===== src/rtl/shift_reg_en_amisha_pkg.sv =====
// Shared definitions for the shift_reg_en_amisha slice.
//   - direct-mode encodings for ctrl_amisha
//   - burst engine state type
//   - burst direction encodings for dir_amisha
package shift_reg_en_amisha_pkg;

    localparam logic [1:0] MODE_HOLD = 2'b00;
    localparam logic [1:0] MODE_SHL  = 2'b01;
    localparam logic [1:0] MODE_SHR  = 2'b10;
    localparam logic [1:0] MODE_LOAD = 2'b11;

    localparam logic DIR_LEFT  = 1'b0;
    localparam logic DIR_RIGHT = 1'b1;

    typedef enum logic {
        IDLE  = 1'b0,
        SHIFT = 1'b1
    } state_t;

endpackage


===== src/rtl/shift_reg_en_amisha_if.sv =====
// Bus bundle for shift_reg_en_amisha (everything except clock and reset).
//   master : drives enable, mode, load data, serial bits and burst request;
//            observes register contents and burst status.
//   slave  : the register itself (mirror image of master).
interface shift_reg_en_amisha_if #(
    parameter int WIDTH = 8,
    parameter int CW    = $clog2(WIDTH + 1)
);
    logic             en_amisha;
    logic [1:0]       ctrl_amisha;
    logic [WIDTH-1:0] d_amisha;
    logic             sin_l_amisha;
    logic             sin_r_amisha;
    logic             start_amisha;
    logic             dir_amisha;
    logic [CW-1:0]    cnt_amisha;
    logic [WIDTH-1:0] q_amisha;
    logic             busy_amisha;
    logic             done_amisha;

    modport master (
        output en_amisha, ctrl_amisha, d_amisha, sin_l_amisha, sin_r_amisha,
        output start_amisha, dir_amisha, cnt_amisha,
        input  q_amisha, busy_amisha, done_amisha
    );

    modport slave (
        input  en_amisha, ctrl_amisha, d_amisha, sin_l_amisha, sin_r_amisha,
        input  start_amisha, dir_amisha, cnt_amisha,
        output q_amisha, busy_amisha, done_amisha
    );
endinterface


===== src/rtl/shift_reg_en_amisha_burst_ctr.sv =====
// burst_ctr_amisha: loadable down-counter holding the remaining burst steps.
//   clk_amisha   : clock
//   reset_amisha : synchronous active-low reset (count -> 0)
//   en           : counter advances (load or decrement) only when high
//   load         : with en, capture load_val instead of decrementing
//   load_val     : burst length
//   last         : current count is 1, i.e. this decrement is the final step
module burst_ctr_amisha #(
    parameter int CW = 4
) (
    input  logic          clk_amisha,
    input  logic          reset_amisha,
    input  logic          en,
    input  logic          load,
    input  logic [CW-1:0] load_val,
    output logic          last
);
    logic [CW-1:0] remaining;

    always_ff @(posedge clk_amisha) begin
        if (!reset_amisha) begin
            remaining <= '0;
        end else if (en) begin
            if (load) begin
                remaining <= load_val;
            end else if (remaining != '0) begin
                remaining <= remaining - CW'(1);
            end
        end
    end

    assign last = (remaining == CW'(1));
endmodule


===== src/rtl/shift_reg_en_amisha.sv =====
// shift_reg_en_amisha: WIDTH-bit enabled shift register with direct modes
// (hold / shift left / shift right / load) and an autonomous burst engine.
//   clk_amisha   : clock, rising edge
//   reset_amisha : synchronous active-low reset
//   bus (slave)  : en/ctrl/d/sin_l/sin_r/start/dir/cnt in; q/busy/done out
// ROTATE=1 feeds the shifted-out bit back in at the opposite end; ROTATE=0
// takes the serial input for that end instead.
module shift_reg_en_amisha
    import shift_reg_en_amisha_pkg::*;
#(
    parameter int               WIDTH     = 8,
    parameter int               ROTATE    = 0,
    parameter logic [WIDTH-1:0] RESET_VAL = '0,
    parameter int               CW        = $clog2(WIDTH + 1)
) (
    input logic                   clk_amisha,
    input logic                   reset_amisha,
    shift_reg_en_amisha_if.slave  bus
);
    state_t           state, state_nxt;
    logic [WIDTH-1:0] q, q_nxt;
    logic             dir, dir_nxt;
    logic             busy, busy_nxt;
    logic             done, done_nxt;
    logic             ctr_en, ctr_load, ctr_last;

    function automatic logic [WIDTH-1:0] shl(input logic [WIDTH-1:0] v,
                                             input logic sin);
        logic ins;
        ins = (ROTATE != 0) ? v[WIDTH-1] : sin;
        return {v[WIDTH-2:0], ins};
    endfunction

    function automatic logic [WIDTH-1:0] shr(input logic [WIDTH-1:0] v,
                                             input logic sin);
        logic ins;
        ins = (ROTATE != 0) ? v[0] : sin;
        return {ins, v[WIDTH-1:1]};
    endfunction

    burst_ctr_amisha #(.CW(CW)) u_ctr (
        .clk_amisha   (clk_amisha),
        .reset_amisha (reset_amisha),
        .en           (ctr_en),
        .load         (ctr_load),
        .load_val     (bus.cnt_amisha),
        .last         (ctr_last)
    );

    always_comb begin
        state_nxt = state;
        q_nxt     = q;
        dir_nxt   = dir;
        busy_nxt  = busy;
        done_nxt  = 1'b0;   // done is a single-cycle pulse, even when stalled
        ctr_en    = 1'b0;
        ctr_load  = 1'b0;
        if (bus.en_amisha) begin
            case (state)
                IDLE: begin
                    // start wins over ctrl; q is left alone on the start edge
                    if (bus.start_amisha) begin
                        if (bus.cnt_amisha == '0) begin
                            done_nxt = 1'b1;
                        end else begin
                            ctr_en    = 1'b1;
                            ctr_load  = 1'b1;
                            dir_nxt   = bus.dir_amisha;
                            busy_nxt  = 1'b1;
                            state_nxt = SHIFT;
                        end
                    end else begin
                        case (bus.ctrl_amisha)
                            MODE_SHL:  q_nxt = shl(q, bus.sin_r_amisha);
                            MODE_SHR:  q_nxt = shr(q, bus.sin_l_amisha);
                            MODE_LOAD: q_nxt = bus.d_amisha;
                            default:   q_nxt = q;
                        endcase
                    end
                end
                SHIFT: begin
                    q_nxt  = (dir == DIR_RIGHT) ? shr(q, bus.sin_l_amisha)
                                                : shl(q, bus.sin_r_amisha);
                    ctr_en = 1'b1;
                    if (ctr_last) begin
                        state_nxt = IDLE;
                        busy_nxt  = 1'b0;
                        done_nxt  = 1'b1;
                    end
                end
                default: state_nxt = IDLE;
            endcase
        end
    end

    always_ff @(posedge clk_amisha) begin
        if (!reset_amisha) begin
            state <= IDLE;
            q     <= RESET_VAL;
            dir   <= DIR_LEFT;
            busy  <= 1'b0;
            done  <= 1'b0;
        end else begin
            state <= state_nxt;
            q     <= q_nxt;
            dir   <= dir_nxt;
            busy  <= busy_nxt;
            done  <= done_nxt;
        end
    end

    assign bus.q_amisha    = q;
    assign bus.busy_amisha = busy;
    assign bus.done_amisha = done;
endmodule


===== src/flat_wrapper.sv =====
// flat-port wrapper written by rule: the top's interface ports become plain ports
module shift_reg_en_amisha_flat import shift_reg_en_amisha_pkg::*;
#(
    parameter int               WIDTH     = 8,
    parameter int               ROTATE    = 0,
    parameter logic [WIDTH-1:0] RESET_VAL = '0,
    parameter int               CW        = $clog2(WIDTH + 1)
)
  (clk_amisha, reset_amisha, bus_en_amisha, bus_ctrl_amisha, bus_d_amisha, bus_sin_l_amisha, bus_sin_r_amisha, bus_start_amisha, bus_dir_amisha, bus_cnt_amisha, bus_q_amisha, bus_busy_amisha, bus_done_amisha);
  shift_reg_en_amisha_if #(.WIDTH(WIDTH), .CW(CW)) bus_i ();
  input logic clk_amisha;
  input logic reset_amisha;
  input wire logic [$bits(bus_i.en_amisha)-1:0] bus_en_amisha;
  input wire logic [$bits(bus_i.ctrl_amisha)-1:0] bus_ctrl_amisha;
  input wire logic [$bits(bus_i.d_amisha)-1:0] bus_d_amisha;
  input wire logic [$bits(bus_i.sin_l_amisha)-1:0] bus_sin_l_amisha;
  input wire logic [$bits(bus_i.sin_r_amisha)-1:0] bus_sin_r_amisha;
  input wire logic [$bits(bus_i.start_amisha)-1:0] bus_start_amisha;
  input wire logic [$bits(bus_i.dir_amisha)-1:0] bus_dir_amisha;
  input wire logic [$bits(bus_i.cnt_amisha)-1:0] bus_cnt_amisha;
  output wire logic [$bits(bus_i.q_amisha)-1:0] bus_q_amisha;
  output wire logic [$bits(bus_i.busy_amisha)-1:0] bus_busy_amisha;
  output wire logic [$bits(bus_i.done_amisha)-1:0] bus_done_amisha;
  assign bus_i.en_amisha = bus_en_amisha;
  assign bus_i.ctrl_amisha = bus_ctrl_amisha;
  assign bus_i.d_amisha = bus_d_amisha;
  assign bus_i.sin_l_amisha = bus_sin_l_amisha;
  assign bus_i.sin_r_amisha = bus_sin_r_amisha;
  assign bus_i.start_amisha = bus_start_amisha;
  assign bus_i.dir_amisha = bus_dir_amisha;
  assign bus_i.cnt_amisha = bus_cnt_amisha;
  assign bus_q_amisha = bus_i.q_amisha;
  assign bus_busy_amisha = bus_i.busy_amisha;
  assign bus_done_amisha = bus_i.done_amisha;
  shift_reg_en_amisha #(.WIDTH(WIDTH), .ROTATE(ROTATE), .RESET_VAL(RESET_VAL), .CW(CW)) u_core (.clk_amisha(clk_amisha), .reset_amisha(reset_amisha), .bus(bus_i));
endmodule

===== config.mk =====
export PLATFORM = sky130hd
export DESIGN_NAME = shift_reg_en_amisha_flat
export DESIGN_NICKNAME = d
export VERILOG_FILES = /design/src/rtl/shift_reg_en_amisha_pkg.sv /design/src/rtl/shift_reg_en_amisha_if.sv /design/src/rtl/shift_reg_en_amisha_burst_ctr.sv /design/src/rtl/shift_reg_en_amisha.sv /design/src/flat_wrapper.sv
export SDC_FILE = /design/constraint.sdc
export NUM_CORES = 1
export LEC_CHECK = 0
export CAP_MARGIN = 15
export CELL_PAD_IN_SITES_DETAIL_PLACEMENT = 0
export CELL_PAD_IN_SITES_GLOBAL_PLACEMENT = 1
export CORE_UTILIZATION = 25
export DETAILED_ROUTE_END_ITERATION = 12
export PLACE_DENSITY = 0.75
export SLEW_MARGIN = 10
export SYNTH_ARGS = -nofsm -noshare
export SYNTH_HDL_FRONTEND = slang
export SYNTH_SLANG_ARGS = --single-unit

===== constraint.sdc =====
create_clock -name clk_amisha -period 1.5 [get_ports clk_amisha]
set_clock_uncertainty 0.15 [all_clocks]
set_input_delay 0.375 -clock clk_amisha [delete_from_list [all_inputs] [get_ports clk_amisha]]
set_output_delay 0.375 -clock clk_amisha [all_outputs]
set_load 0.01 [all_outputs]

==> results of run 1 <==
==> synth_stat cells, drive strengths merged <==
| cell type | number | area share |
|---|---|---|
| a21boi | 8 | 0.055 |
| a21oi | 12 | 0.055 |
| o21ai | 4 | 0.018 |
| and3 | 1 | 0.0058 |
| o311ai | 1 | 0.015 |
| nor3 | 2 | 0.014 |
| ha | 3 | 0.035 |
| clkbuf | 2 | 0.0069 |
| nor2b | 2 | 0.012 |
| o211a | 1 | 0.0092 |
| or3 | 3 | 0.017 |
| mux2i | 18 | 0.17 |
| nand2b | 1 | 0.0058 |
| buf | 7 | 0.030 |
| nor2 | 12 | 0.041 |
| nand4 | 1 | 0.0058 |
| inv | 2 | 0.0069 |
| o2111a | 2 | 0.021 |
| nor4 | 2 | 0.025 |
| o311a | 1 | 0.0092 |
| nand2 | 22 | 0.076 |
| dfxtp | 16 | 0.29 |
| o221a | 1 | 0.010 |
| a21o | 1 | 0.0069 |
| o211ai | 7 | 0.048 |
| nand3 | 2 | 0.0092 |
==> power by group through the flow <==
stage / Combinational (mW) / Clock (mW) / Sequential (mW)
floorplan: 0.174 / 0 / 0.495
global placement: 0.390 / 0 / 0.484
detailed placement: 0.397 / 0 / 0.485
CTS: 0.391 / 0.346 / 0.475
global route: 0.446 / 0.369 / 0.480
finish: 0.408 / 0.335 / 0.477
==> placed cells by master (no fill, tap or decap), types with 3 or more instances in the layout <==
cell type	Yosys	layout
a21boi_0	8	6
a21oi_1	12	11
buf_4	0	29
clkbuf_8	0	3
clkdlybuf4s50_1	0	12
dfxtp_1	16	15
dlygate4sd2_1	0	13
mux2i_1	18	18
nand2_1	22	21
nor2_1	12	11
o211ai_1	7	7
o21ai_0	4	3
==> state kept, by name, summed over array words and instances (netlist names) <==
register	flops
u_core.bus.q_amisha	8
u_core.u_ctr.remaining	4
u_core.bus.busy_amisha	1
u_core.bus.done_amisha	1
u_core.dir	1
u_core.state	1
==> cells by family (layout without fill, tap and decap cells) <==
family / after synthesis / in the layout
AND/OR/NAND/NOR: 48 / 48
AO/OA/AOI/OAI: 38 / 38
multiplexers: 18 / 18
flip-flops: 16 / 16
buffers and inverters: 11 / 67
adder cells (fa/ha/maj): 3 / 3
==> what timing repair did <==
action                     in CTS  in global routing
setup endpoints to repair      26                 14
setup buffers                   1                  0
gates resized for setup        31                 18
pin swaps                       2                  5
==> cell type report <==
cell class	instances	area [sq um]
Fill cell	420	2330
Multi-Input combinational cell	107	778
Timing Repair Buffer	62	546
Sequential cell	16	322
Tap cell	50	62.6
Clock buffer	3	41.3
Inverter	2	7.51
==> worst register-to-register path, cell delays in order, from the launching register on <==
cell	delay (ns)
dfxtp_1	0.31
inv_1	0.09
ha_2	0.21
nor2b_2	0.15
nor3_1	0.05
a21o_1	0.17
o221a_2	0.27
==> through the flow <==
stage	util	hold slack, ns	setup slack [ns]	cells	TNS, ns
finish	0.430	0.271	-0.00694	240	-0.00694
detailed placement	0.408	0.337	-0.593	236	-7.87
global placement	0.408	0.343	-0.516	236	-7.27
floorplan	-	0.358	-0.0314	134	-0.0627
global route	0.430	0.272	-0.0631	240	-0.0631
CTS	0.421	0.322	-0.0103	240	-0.0103
==> metal layers <==
layer / routed length [microns] / vias up / share of wire
met5: 0 / - / 0
met4: 27 / 0 / 0.0084
met3: 113 / 2 / 0.035
met2: 1560 / 28 / 0.48
met1: 1520 / 537 / 0.47
li1: - / 595 / -
==> path summary, 6_finish.rpt <==
kind	startpoint	endpoint	slack, ns
worst max register to register	u_core.u_ctr.remaining[1]	u_core.u_ctr.remaining[2]	-0.007
worst max-delay path	u_core.u_ctr.remaining[1]	u_core.u_ctr.remaining[2]	-0.007
worst min register to register	u_core.bus.q_amisha[0]	u_core.bus.q_amisha[0]	0.35
worst min-delay path	bus_cnt_amisha[0]	u_core.u_ctr.remaining[0]	0.27
==> flow_metrics.tcl, run 1 <==
set metrics [dict create \
    status "finished with violations" \
    violations "negative setup slack" \
    synth_fa_ha_area_frac 0.0346 \
    worst_skew_pair.late_latency_ns 0.25 \
    path_cells "inv_1 -> ha_2 -> nor2b_2 -> nor3_1 -> a21o_1 -> o221a_2" \
    max_stage_delay_ns 0.31 \
    htree_levels 1 \
    timing.max_cap.violations 0 \
    grt_pass1_wl_microns 5220 \
    drt_pre_antenna_iters 4 \
    cp.required_ns 1.49 \
    dieWidth_microns 67.9 \
    tritoncts "done" \
    p_clk_frac 0.274 \
    max-slew-margin-rel 0.801 \
    cp_top_family "compound AO/OA/AOI/OAI gates" \
    slowest_stage "dfxtp_1" \
    ff2ff_path_depth 6 \
    use_met1 0.187 \
    num-nets-final 216 \
    antennaDiodeCount 0 \
    wirelength_microns 3210 \
    root_buffer "clkbuf_8" \
    synth_area_sq_um 1090 \
    p_switching_mw 0.368 \
    p_int_mw 0.852 \
    drt-wirelength-per-cell_microns 13.4 \
    dp_hpwl_microns 2420 \
    track_usage 0.152 \
    sw_frac_of_total 0.301 \
    critPathKind "reg2reg" \
    layout-drive-gt1-share 0.284 \
    startpoint_type "register" \
    viasPerCell 4.84 \
    gp_congestion 0.818 \
    cp_num_buf_inv 1 \
    yosys.area_share.simple 0.212 \
    synth_cell_types 29 \
    power_density_nw_per_um2 694 \
    leakagePower_nw 0.750 \
    area_growth_pct 61.8 \
    fin_crit_sh 1.00 \
    clk_path_buf_depth 2 \
    avgSynthCellArea_sq_um 8.10 \
    synth_top_family_by_area "compound AO/OA/AOI/OAI gates" \
    synth_nets 158 \
    antenna_left 0 \
    hold_class "in2reg" \
    synth_compound_area_frac 0.249 \
    grt_pass1_vias 1194 \
    drtIter0Drc 53 \
    muxShareOfSynthArea 0.166 \
    ios 31 \
    cts.reportedPaths.clkPinSlew_ns 0.07 \
    seqPwrFrac 0.391 \
    worst_slack_ns -0.00694 \
    fmax_ghz 0.664 \
    top_usage_layer "met2" \
    finalSetupViolCount 1 \
    worst_setup_path_end_kind "register" \
    synth_cells 134 \
    ir_worst_vdd_mv 0.274 \
    cp.arrival_ns 1.50 \
    die_h_microns 67.9 \
    ys_ff_latch 16 \
    worstMarginPinSlew_ns 0.296 \
    core-area_sq_um 4090 \
    min_path_cells 2 \
    final_cell_area_sq_um 1760 \
    vias 1162 \
    grt_use_met2 0.269 \
    synth_seq_area_share 0.295 \
    rsz0062_at_grt "true" \
    finalMaxSlewViolations 0 \
    ys_warn_count 0 \
    cts.sinks 16 \
    cp_max_fo 3 \
    die-area_sq_um 4610 \
    io_buffers 30 \
    cts_hold_buf 0 \
    fp-row-count 23 \
    report.final.hold_viol_count 0 \
    antenna_found_initial 0 \
    use_met3 0.0200 \
    grt_overflow_total 0 \
    cts_buffers 3 \
    period_minus_slack_ns 1.51 \
    cp.depth 6 \
    power.total_mw 1.22 \
    postPlaceCellArea_sq_um 1670 \
    synthXorXnorAreaFrac 0 \
    start_util 0.266 \
    drt_drc_violations_left 0 \
    comb_power_share 0.335 \
    grt_max_degree 17 \
]
Power figures use the tool's default switching activity.
==> inputs of run 2 (changes only) <==
--- a/config.mk
+++ b/config.mk
@@ -8,9 +8,9 @@
 export CAP_MARGIN = 15
 export CELL_PAD_IN_SITES_DETAIL_PLACEMENT = 0
 export CELL_PAD_IN_SITES_GLOBAL_PLACEMENT = 1
-export CORE_UTILIZATION = 25
+export CORE_UTILIZATION = 35
 export DETAILED_ROUTE_END_ITERATION = 12
-export PLACE_DENSITY = 0.75
+export PLACE_DENSITY = 0.93
 export SLEW_MARGIN = 10
 export SYNTH_ARGS = -nofsm -noshare
 export SYNTH_HDL_FRONTEND = slang
==> constraint.sdc (replaced) <==
create_clock -name clk_amisha -period 1.75 [get_ports clk_amisha]
set_clock_uncertainty 0.15 [all_clocks]
set_input_delay 0.4375 -clock clk_amisha [delete_from_list [all_inputs] [get_ports clk_amisha]]
set_output_delay 0.4375 -clock clk_amisha [all_outputs]
set_load 0.005 [all_outputs]
==> run 2 against run 1 <==
- the flow finishes with violations (design-rule violations)
- largest power group unchanged
- via count shrank 4.0%
- power shrank 20%
- clock-buffer cell count grew 1
==> flow_metrics.tcl, run 2 (synthesis gave the netlist of run 1 again) <==
set metrics [dict create \
    finalSetupViolCount 0 \
    startpoint_type "register" \
    fin_crit_sh 0.980 \
    dieWidth_microns 57.7 \
    track_usage 0.193 \
    worst_setup_path_end_kind "primary output" \
    die_h_microns 57.7 \
    io_buffers 30 \
    cp_top_family "buffers and inverters" \
    antenna_found_initial 0 \
    worstMarginPinSlew_ns 0.515 \
    cts.sinks 16 \
    comb_power_share 0.307 \
    start_util 0.381 \
    status "finished with violations" \
    fp-row-count 19 \
    max_stage_delay_ns 0.49 \
    report.final.hold_viol_count 0 \
    grt_overflow_total 0 \
    grt_pass1_vias 1183 \
    cts_buffers 3 \
    cts_hold_buf 0 \
    mostFrequentLayoutCells "22 x nand2_1, 21 x clkdlybuf4s50_1, 18 x mux2i_1" \
    largest_register_ff_count 8 \
    vias 1116 \
    cp.arrival_ns 1.13 \
    antennaDiodeCount 0 \
    cp_max_fo 2 \
    violations "design-rule violations" \
    viasPerCell 5.34 \
    root_buffer "clkbuf_4" \
    period_minus_slack_ns 1.71 \
    die-area_sq_um 3330 \
    fin_util 0.569 \
    area_growth_pct 49.5 \
    rsz0062_at_grt "false" \
    power.total_mw 0.973 \
    layout-drive-gt1-share 0.219 \
    clk_path_buf_depth 2 \
    power_density_nw_per_um2 599 \
    core-area_sq_um 2850 \
    seqPwrFrac 0.430 \
    path_cells "clkdlybuf4s50_1" \
    worst_skew_pair.late_latency_ns 0.29 \
    max-slew-margin-rel 0.656 \
    wirelength_microns 3010 \
    cp.required_ns 1.16 \
    timing.max_cap.violations 0 \
    p_clk_frac 0.262 \
    critPathKind "reg2out" \
    p_switching_mw 0.287 \
    htree_levels 1 \
    final_common_cell "nand2_1" \
    finalMaxSlewViolations 0 \
    leakagePower_nw 0.725 \
    ios 31 \
    dp_hpwl_microns 2240 \
    cts.reportedPaths.clkPinSlew_ns 0.11 \
    gp_congestion 0.824 \
    tritoncts "done" \
    fmax_ghz 0.583 \
    drt_pre_antenna_iters 10 \
    grt_max_degree 17 \
    ir_worst_vdd_mv 0.303 \
    antenna_left 0 \
    cp_num_buf_inv 1 \
    sw_frac_of_total 0.296 \
    drtIter0Drc 21 \
    drt_drc_violations_left 2 \
    p_int_mw 0.685 \
    grt_pass1_wl_microns 5080 \
    hold_class "reg2reg" \
    drt-wirelength-per-cell_microns 14.4 \
    slowest_stage "clkdlybuf4s50_1" \
    num-nets-final 203 \
]
## run 2: final timing paths
check | startpoint | to | slack [ns] | depth (start not counted)
worst max-delay path | u_core.bus.q_amisha[2] | bus_q_amisha[2] | 0.04 | 1
worst min-delay path | u_core.bus.q_amisha[7] | u_core.bus.q_amisha[7] | 0.34 | 2
worst max register to register | u_core.u_ctr.remaining[0] | u_core.u_ctr.remaining[2] | 0.15 | 6
worst min register to register | u_core.bus.q_amisha[7] | u_core.bus.q_amisha[7] | 0.34 | 2
## run 2: stage by stage
stage	worst slack, ns	instances	hold WS (ns)	TNS (ns)	area (sq um)
6_report	0.0352	209	0.343	0	1620
5_1_grt	0.000680	209	0.362	0	1620
4_1_cts	0.00475	208	0.340	0	1580
3_5_place_dp	-0.372	204	0.342	-4.47	1530
3_3_place_gp	-0.314	204	0.333	-3.75	1530
2_1_floorplan	0.145	134	0.331	0	1090
## run 2: timing repair
item | in CTS | in global routing
resized for setup | 6 | 18
buffers inserted | 0 | 1
gates cloned | 0 | 0
endpoints found under the hold margin | 0 | 0
endpoints found under the setup margin | 4 | 12
pin swaps | 1 | 1
## run 2: layer usage
layer | global-route usage | share of wire | up-vias
met3 | 0.0223 | 0.040 | 2
met2 | 0.341 | 0.50 | 26
met1 | 0.238 | 0.46 | 514
li1 | - | - | 574
met4 | 0.0782 | 0.0050 | 0
met5 | 0 | 0 | -
## run 2: power groups by stage
stage / registers [mW] / logic, mW / clock network [mW]
3_3_place_gp: 0.422 / 0.284 / 0
6_report: 0.419 / 0.299 / 0.255
2_1_floorplan: 0.419 / 0.149 / 0
4_1_cts: 0.416 / 0.297 / 0.265
3_5_place_dp: 0.423 / 0.295 / 0
5_1_grt: 0.423 / 0.329 / 0.283
## run 2: area by class of cell
class | instances | area [sq um]
Inverter | 2 | 7.51
Timing Repair Buffer | 49 | 474
Tap cell | 31 | 38.8
Sequential cell | 16 | 333
Clock buffer | 4 | 36.3
Fill cell | 257 | 1230
Multi-Input combinational cell | 107 | 734
==> inputs of run 3 (changes only) <==
--- a/config.mk
+++ b/config.mk
@@ -10,7 +10,9 @@
 export CELL_PAD_IN_SITES_GLOBAL_PLACEMENT = 1
 export CORE_UTILIZATION = 35
 export DETAILED_ROUTE_END_ITERATION = 12
+export HOLD_SLACK_MARGIN = 0.15
 export PLACE_DENSITY = 0.93
+export SKIP_CTS_REPAIR_TIMING = 1
 export SLEW_MARGIN = 10
 export SYNTH_ARGS = -nofsm -noshare
 export SYNTH_HDL_FRONTEND = slang
==> run 3 against run 2 <==
- the flow still finishes with violations (design-rule violations)
- final cell count did not move
- highest routed layer unchanged
- sequential share of layout area fell by 0.17 points
- hold slack is essentially flat
- flip-flop and latch count stayed put
- die area is the same
- worst setup slack gained 0.0042 ns
- first-iteration DRC count fell by 24%
- utilization is 0.26 points higher
==> flow_metrics.tcl, run 3 (synthesis gave the netlist of run 1 again) <==
set metrics [dict create \
    worst_r2r_startpoint "u_core.state" \
    drt_pre_antenna_iters 8 \
    p_clk_frac 0.259 \
    drt-wirelength-per-cell_microns 14.4 \
    reg2reg_slack_ns 0.14 \
    status "finished with violations" \
    die_h_microns 57.7 \
    worst_slack_ns 0.0394 \
    antenna_left 0 \
    grt_overflow_total 0 \
    fin_crit_sh 0.978 \
    worstMarginPinSlew_ns 0.520 \
    hold_class "reg2reg" \
    root_buffer "clkbuf_4" \
    worst_setup_path_end_kind "register" \
    leakagePower_nw 0.744 \
    fp-row-count 19 \
    path_cells "clkdlybuf4s50_1 -> nor4_4 -> nor3_2 -> or3_1 -> o2111a_1" \
    drt_drc_violations_left 4 \
    grt_max_degree 17 \
    pre_cts_ws_ns -0.372 \
    finalMaxSlewViolations 0 \
    worst_skew_pair.late_latency_ns 0.29 \
    track_usage 0.191 \
    endpoint "u_core.u_ctr.remaining[1]" \
    critPathKind "in2reg" \
    p_int_mw 0.687 \
    power.total_mw 0.972 \
    power_density_nw_per_um2 596 \
    htree_levels 1 \
    violations "design-rule violations" \
    clk_path_buf_depth 2 \
    num-nets-final 203 \
    rsz0062_at_grt "true" \
    startpoint_type "input port" \
    largest_register_ff_count 8 \
    wirelength_microns 3010 \
    report.final.hold_viol_count 0 \
    antenna_found_initial 0 \
    max-slew-margin-rel 0.653 \
    ff2ff_path_depth 5 \
    comb_power_share 0.311 \
    cp_max_fo 3 \
    drtIter0Drc 16 \
    fmax_ghz 0.585 \
    ir_worst_vdd_mv 0.301 \
    ios 31 \
    cp.required_ns 1.79 \
    sw_frac_of_total 0.293 \
    vias 1128 \
    max_stage_delay_ns 0.48 \
    cp.arrival_ns 1.75 \
    area_growth_pct 50.2 \
    dieWidth_microns 57.7 \
    die-area_sq_um 3330 \
    start_util 0.381 \
    p_switching_mw 0.285 \
    grt_pass1_vias 1196 \
    layout-drive-gt1-share 0.213 \
    gp_congestion 0.824 \
    seqPwrFrac 0.429 \
    rr_endpoint "u_core.u_ctr.remaining[3]" \
    period_minus_slack_ns 1.71 \
    slowest_stage "clkdlybuf4s50_1" \
    io_buffers 30 \
    antennaDiodeCount 0 \
    grt_pass1_wl_microns 5020 \
    crit_start "bus_cnt_amisha[1]" \
    nFillCells 255 \
    dp_hpwl_microns 2240 \
    viasPerCell 5.40 \
    finalSetupViolCount 0 \
    timing.max_cap.violations 0 \
    cts.reportedPaths.clkPinSlew_ns 0.10 \
    mostFrequentLayoutCells "22 x nand2_1, 22 x clkdlybuf4s50_1, 18 x mux2i_1" \
    cts.sinks 16 \
    cts_buffers 3 \
    core-area_sq_um 2850 \
    tritoncts "done" \
]
==> run 3: cell types whose count changed in the layout (fill, tap and decap cells not counted) <==
cell,previous run,this run
o21ai_0,4,3
a21boi_1,1,0
dfxtp_1,6,7
dlygate4sd2_1,3,0
dfxtp_2,10,9
a21boi_0,7,8
dlymetal6s2s_1,6,8
o21ai_1,0,1
clkdlybuf4s50_1,21,22
==> run 3: metal layers <==
metal  track usage  wire length, microns  up-vias
met4        0.0918                    30        0
li1              -                     -      573
met1         0.232                  1360      517
met2         0.334                  1470       34
met3        0.0223                   138        4
met5             0                     0        -
==> run 3: worst min path at each step <==
stage | start | endpoint | cells after the start
floorplan | u_core.bus.q_amisha[7] | u_core.bus.q_amisha[7] | 2
global placement | u_core.bus.q_amisha[7] | u_core.bus.q_amisha[7] | 2
detailed placement | u_core.bus.q_amisha[7] | u_core.bus.q_amisha[7] | 2
CTS | u_core.bus.q_amisha[7] | u_core.bus.q_amisha[7] | 2
global route | u_core.bus.q_amisha[7] | u_core.bus.q_amisha[7] | 2
finish | u_core.bus.q_amisha[7] | u_core.bus.q_amisha[7] | 2
==> run 3: metrics by stage <==
| step | instances | hold WS (ns) | util | TNS (ns) | cell area [sq um] |
|---|---|---|---|---|---|
| finish | 209 | 0.343 | 0.572 | 0 | 1630 |
| global placement | 204 | 0.333 | 0.537 | -3.75 | 1530 |
| global route | 209 | 0.362 | 0.572 | -0.0135 | 1630 |
| CTS | 208 | 0.356 | 0.550 | -0.221 | 1570 |
| floorplan | 134 | 0.331 | - | 0 | 1090 |
| detailed placement | 204 | 0.342 | 0.537 | -4.47 | 1530 |
==> run 3: final cells by class <==
type                    instances  area [sq um]  share of cell area
well taps                      31          38.8              0.0238
multi-input cells             107           734               0.450
clock buffers                   4          36.3              0.0222
repair buffers                 49           483               0.296
flip-flops and latches         16           332               0.203
inverters                       2          7.51             0.00460
==> run 3: worst max-delay path, delay by kind of cell <==
family	cells	cell delay, ns
buffers and inverters	1	0.48
and+or+nand+nor	3	0.69
AOI/OAI and AO/OA	1	0.15
==> run 3: power by group through the flow <==
stage | Combinational, mW | Clock, mW | Sequential (mW)
global route | 0.333 | 0.283 | 0.421
detailed placement | 0.295 | 0 | 0.423
finish | 0.303 | 0.252 | 0.418
CTS | 0.296 | 0.265 | 0.415
floorplan | 0.149 | 0 | 0.419
global placement | 0.284 | 0 | 0.422
